File: src/rtl/dense_layer_seq.sv
// Sequential dense layer: M parallel MAC lanes iterated over N input features,
// valid/ready on both sides. Optional ReLU output stage: DENSE_LAYER_SEQ_RELU_EN.
module dense_layer_seq #(
  parameter int M     = 3,
  parameter int N     = 4,
  parameter int WIDTH = 16,
  parameter int FRAC  = 8,
  parameter int ACC_W = 2*WIDTH + $clog2(N) + 1
) (
  input  logic                    clk,
  input  logic                    rst_n,
  input  logic signed [WIDTH-1:0] weights  [M][N],
  input  logic signed [WIDTH-1:0] bias     [M],
  input  logic                    in_valid,
  output logic                    in_ready,
  input  logic signed [WIDTH-1:0] in_data  [N],
  output logic                    out_valid,
  input  logic                    out_ready,
  output logic signed [WIDTH-1:0] out_data [M],
  output logic                    out_sat
);

  localparam int JW = (N > 1) ? $clog2(N) : 1;

  localparam logic signed [ACC_W-1:0] SAT_MAX = {{(ACC_W-WIDTH+1){1'b0}}, {(WIDTH-1){1'b1}}};
  localparam logic signed [ACC_W-1:0] SAT_MIN = {{(ACC_W-WIDTH+1){1'b1}}, {(WIDTH-1){1'b0}}};
  localparam logic signed [ACC_W-1:0] HALF    = ACC_W'(1) <<< (FRAC-1);

  typedef enum logic [1:0] {
    IDLE,
    MAC,
    OUT
  } state_t;

  state_t state_q, state_d;

  logic [JW-1:0]             j_q;
  logic signed [WIDTH-1:0]   x_q   [N];
  logic signed [ACC_W-1:0]   acc_q [M];

  logic signed [2*WIDTH-1:0] prod  [M];
  logic signed [ACC_W-1:0]   rnd   [M];
  logic signed [WIDTH-1:0]   res   [M];
  logic [M-1:0]              clamp;
  logic                      last_mac;

  assign in_ready = (state_q == IDLE);
  assign last_mac = (j_q == JW'(N-1));

  // NOTE: state registers use non-blocking assignments so every flop samples
  // the pre-edge values of its inputs regardless of process ordering.
  always_ff @(posedge clk or negedge rst_n) begin
    if (!rst_n) state_q <= IDLE;
    else        state_q <= state_d;
  end

  // NOTE: every output of a combinational block gets a default first, so no
  // path leaves it unassigned and no latch is inferred.
  always_comb begin
    state_d = state_q;
    case (state_q)
      IDLE:    if (in_valid)              state_d = MAC;
      MAC:     if (last_mac)              state_d = OUT;
      OUT:     if (out_valid && out_ready) state_d = IDLE;
      default:                            state_d = IDLE;
    endcase
  end

  // Per-lane product, round-half-up, saturation and optional activation.
  always_comb begin
    for (int i = 0; i < M; i++) begin
      prod[i]  = (2*WIDTH)'(weights[i][j_q]) * (2*WIDTH)'(x_q[j_q]);
      rnd[i]   = (acc_q[i] + HALF) >>> FRAC;
      res[i]   = rnd[i][WIDTH-1:0];
      clamp[i] = 1'b0;
      if (rnd[i] > SAT_MAX) begin
        res[i]   = SAT_MAX[WIDTH-1:0];
        clamp[i] = 1'b1;
      end else if (rnd[i] < SAT_MIN) begin
        res[i]   = SAT_MIN[WIDTH-1:0];
        clamp[i] = 1'b1;
      end
`ifdef DENSE_LAYER_SEQ_RELU_EN
      if (res[i][WIDTH-1]) res[i] = '0;
`endif
    end
  end

  // NOTE: the operand and accumulator arrays are reset too, so a reset in the
  // middle of a vector leaves no stale partial sums behind.
  always_ff @(posedge clk or negedge rst_n) begin
    if (!rst_n) begin
      j_q       <= '0;
      out_valid <= 1'b0;
      out_sat   <= 1'b0;
      for (int j = 0; j < N; j++) x_q[j] <= '0;
      for (int i = 0; i < M; i++) begin
        acc_q[i]    <= '0;
        out_data[i] <= '0;
      end
    end else begin
      case (state_q)
        IDLE: begin
          if (in_valid) begin
            j_q <= '0;
            for (int j = 0; j < N; j++) x_q[j] <= in_data[j];
            for (int i = 0; i < M; i++) acc_q[i] <= ACC_W'(bias[i]) <<< FRAC;
          end
        end
        MAC: begin
          for (int i = 0; i < M; i++) acc_q[i] <= acc_q[i] + ACC_W'(prod[i]);
          j_q <= last_mac ? '0 : j_q + JW'(1);
        end
        OUT: begin
          // First OUT cycle registers the result; later cycles wait for the sink.
          if (!out_valid) begin
            for (int i = 0; i < M; i++) out_data[i] <= res[i];
            out_sat   <= |clamp;
            out_valid <= 1'b1;
          end else if (out_ready) begin
            out_valid <= 1'b0;
          end
        end
        default: ;
      endcase
    end
  end

endmodule
File: config.mk
export PLATFORM = sky130hd
export DESIGN_NAME = dense_layer_seq
export DESIGN_NICKNAME = d
export VERILOG_FILES = /design/src/rtl/dense_layer_seq.sv
export SDC_FILE = /design/constraint.sdc
export NUM_CORES = 2
export LEC_CHECK = 0
export BUFFER_PORTS_ARGS = -buffer_cell sky130_fd_sc_hd__buf_2
export CAP_MARGIN = 30
export CORE_MARGIN = 4
export CORE_UTILIZATION = 50
export CTS_BUF_LIST = sky130_fd_sc_hd__clkbuf_2
export DETAILED_ROUTE_END_ITERATION = 6
export GPL_ROUTABILITY_DRIVEN = 0
export PLACE_DENSITY_LB_ADDON = 0.15
export SLEW_MARGIN = 20
export SYNTH_ARGS = -nofsm -noshare
export SYNTH_HDL_FRONTEND = slang
export SYNTH_SLANG_ARGS = --single-unit
File: constraint.sdc
create_clock -name clk -period 10.64 [get_ports clk]
set_input_delay 1.064 -clock clk [delete_from_list [all_inputs] [get_ports clk]]
set_output_delay 1.064 -clock clk [all_outputs]
set_load 0.005 [all_outputs]
==> flow_metrics.py <==
metrics = {
    "clocking": {
        "insertion_delay_ns": 1.28,
        "cts_buffer_depth": 3,
        "cts.sinks": 223,
        "postCtsSetupRepairBufs": 0,
        "cts_inserted_buffers": 71,
        "cts.htree.levels": 3,
        "root_buffer": "clkbuf_2",
        "clk_pin_slew_ns": 0.09,
        "postCtsHoldBufs": 74,
        "ctsResizeCount": 0,
        "cts_tree": "yes",
    },
    "setup_path": {
        "end_kind": "register",
        "worstPathMaxFanout": 48,
        "worstPathRequired_ns": 11.66,
        "start_kind": "register",
        "arrival_ns": 9.85,
        "path_class": "reg2reg",
    },
    "logic_synthesis": {
        "syn_nets": 6618,
        "yosysWarnings": 0,
        "ys.flop_type": "dfrtp_1",
        "yosys.area.top_type_share": 0.398,
        "synth_area_leaders": "fa_1, dfrtp_1, inv_1, ha_1, nand2_1",
        "ys_types": 81,
        "synthTopCellsByCount": "inv_1, fa_1, nand2_1",
        "synth.mux.area_fraction": 0.0558,
        "synthCells": 5064,
        "synthArstFlopShare": 1.00,
        "synthAdderAreaFrac": 0.483,
        "synth-xor-area-share": 0.0296,
        "synth.avg_cell_area_sq_um": 9.24,
        "yosys.area_share.simple": 0.125,
        "syn_area_sq_um": 46800,
        "synth_edf_count": 0,
        "synth_most_common_cell": "inv_1",
        "synth_top_family_by_area": "adder cells",
        "synth_compound_area_frac": 0.0825,
        "synth_top_cell_by_area": "fa_1",
        "ys_ff_latch": 223,
        "seq_area_frac_synth": 0.119,
    },
    "final_layout": {
        "areaGrowthSynthToFinish_pct": 9.83,
        "final_area_sq_um": 51400,
        "final_layout_size_suffix_gt1_frac": 0.129,
        "nNetsFinal": 6968,
    },
    "floorplanning": {
        "ios": 359,
        "dieWidth_um": 314,
        "dieArea_sq_um": 98500,
        "die_h_um": 314,
        "core_sq_um": 92200,
        "start_util": 0.507,
        "rows": 111,
    },
    "drt": {
        "drt_wl_total_um": 134000,
        "vias": 36325,
        "firstDrtPassIters": 5,
        "drtIter0Drc": 2599,
        "wire_per_inst_um": 19.9,
        "routed_via_density": 5.41,
        "drcViolationCount": 0,
        "ant_nets": 0,
    },
    "global_routing": {
        "grt_antenna_before_repair": 3,
        "grt_max_degree": 89,
        "grt_pass1_vias": 37877,
        "grt_overflow": 0,
        "grt_usage": 0.278,
        "grt_pass1_wl_um": 212000,
    },
    "sta": {
        "slew_violations": 0,
        "whs_ns": 0.120,
        "min_period_ns": 8.82,
        "worst_pin_slew_ns": 1.12,
        "rsz0062_at_grt": "no",
        "max_slew_margin": 0.250,
        "fin_crit_sh": 0.829,
        "final-hold-violation-count": 0,
        "fmax_ghz": 0.113,
        "tns_ns": 0,
        "setup_viol": 0,
        "skew_ns": 0.130,
    },
    "hold_path": {
        "min_path_type": "in2reg",
    },
    "place": {
        "portBuffers": 358,
        "dpl_cell_area_sq_um": 49900,
        "hpwlAfterDp_um": 108000,
    },
    "run": {
        "drv_cap": 0,
    },
    "run_status": {
        "status": "finished, final reports clean",
    },
}
==> area by class of cell <==
cell class,instances,area (sq um)
diodes,5,12.5
clock buffers,96,480
clock inverters,24,155
fillers,8595,40800
inverters,1092,4100
multi-input cells,3531,36400
flip-flops and latches,223,5590
well taps,1243,1560
repair buffers,495,3120
==> worst paths after layout <==
path	startpoint	to	slack (ns)	depth (start not counted)
max	j_q[0]$_DFFE_PN0P_	acc_q[32]$_DFFE_PN0P_	1.82	24
min	bias[39]	acc_q[85]$_DFFE_PN0P_	0.12	3
max reg2reg	j_q[0]$_DFFE_PN0P_	acc_q[32]$_DFFE_PN0P_	1.82	24
min reg2reg	out_data[26]$_DFFE_PN0P_	out_data[26]$_DFFE_PN0P_	0.48	2
max in group asynchronous	rst_n	out_data[40]$_DFFE_PN0P_	8.22	4
min in group asynchronous	rst_n	acc_q[43]$_DFFE_PN0P_	0.28	2
==> worst max-delay path, cell delays in order, from the launching register on <==
cell	delay [ns]
dfrtp_4	0.76
buf_12	0.35
mux2_2	0.45
o21ai_1	0.82
nor2_1	0.15
fa_1	0.58
inv_1	0.05
fa_1	0.45
fa_1	0.51
fa_1	0.54
inv_1	0.05
fa_1	0.47
inv_1	0.05
fa_1	0.47
inv_1	0.04
ha_1	0.35
a21o_1	0.22
nor2_1	0.08
o21ai_0	0.15
a221oi_1	0.57
a31oi_1	0.44
a21oi_1	0.48
o21ai_0	0.21
xnor2_1	0.22
o21ai_0	0.10
==> kinds of logic after synthesis <==
family	after synthesis
XOR/XNOR	158
buffers and inverters	1310
adder cells (fa/ha/maj)	1246
flip-flops	223
multiplexers	223
AND/OR/NAND/NOR	1301
AO/OA/AOI/OAI	603
==> per-layer routing <==
metal / global-route usage / part of all wire
met1: 0.387 / 0.43
met2: 0.442 / 0.47
met3: 0.0614 / 0.078
met4: 0.0751 / 0.027
met5: 0 / 0
==> state kept, by name, summed over array words and instances (netlist names) <==
name,cells
acc_q,105
out_sat,1
out_valid,1
out_data,48
state_q,2
x_q,64
j_q,2
==> stage by stage <==
stage	std cells	worst slack, ns	util
floorplan	5064	2.67	-
global placement	6499	1.99	0.540
detailed placement	6501	1.90	0.541
CTS	6695	1.81	0.556
global route	6708	1.36	0.557
finish	6709	1.82	0.557
==> layout by cell type, fill, tap and decap left out, drive strengths merged, types with 93 or more instances in the layout <==
| cell type | count |
|---|---|
| inv | 1093 |
| fa | 930 |
| nand2 | 545 |
| buf | 420 |
| nor2 | 387 |
| ha | 316 |
| dfrtp | 223 |
| o21ai | 195 |
| a21oi | 117 |
| mux2 | 111 |
| xnor2 | 105 |
| clkbuf | 97 |
| mux2i | 93 |
Power is not shown: default switching activity piles up to over one toggle a cycle in this logic, so the estimate is an artifact.
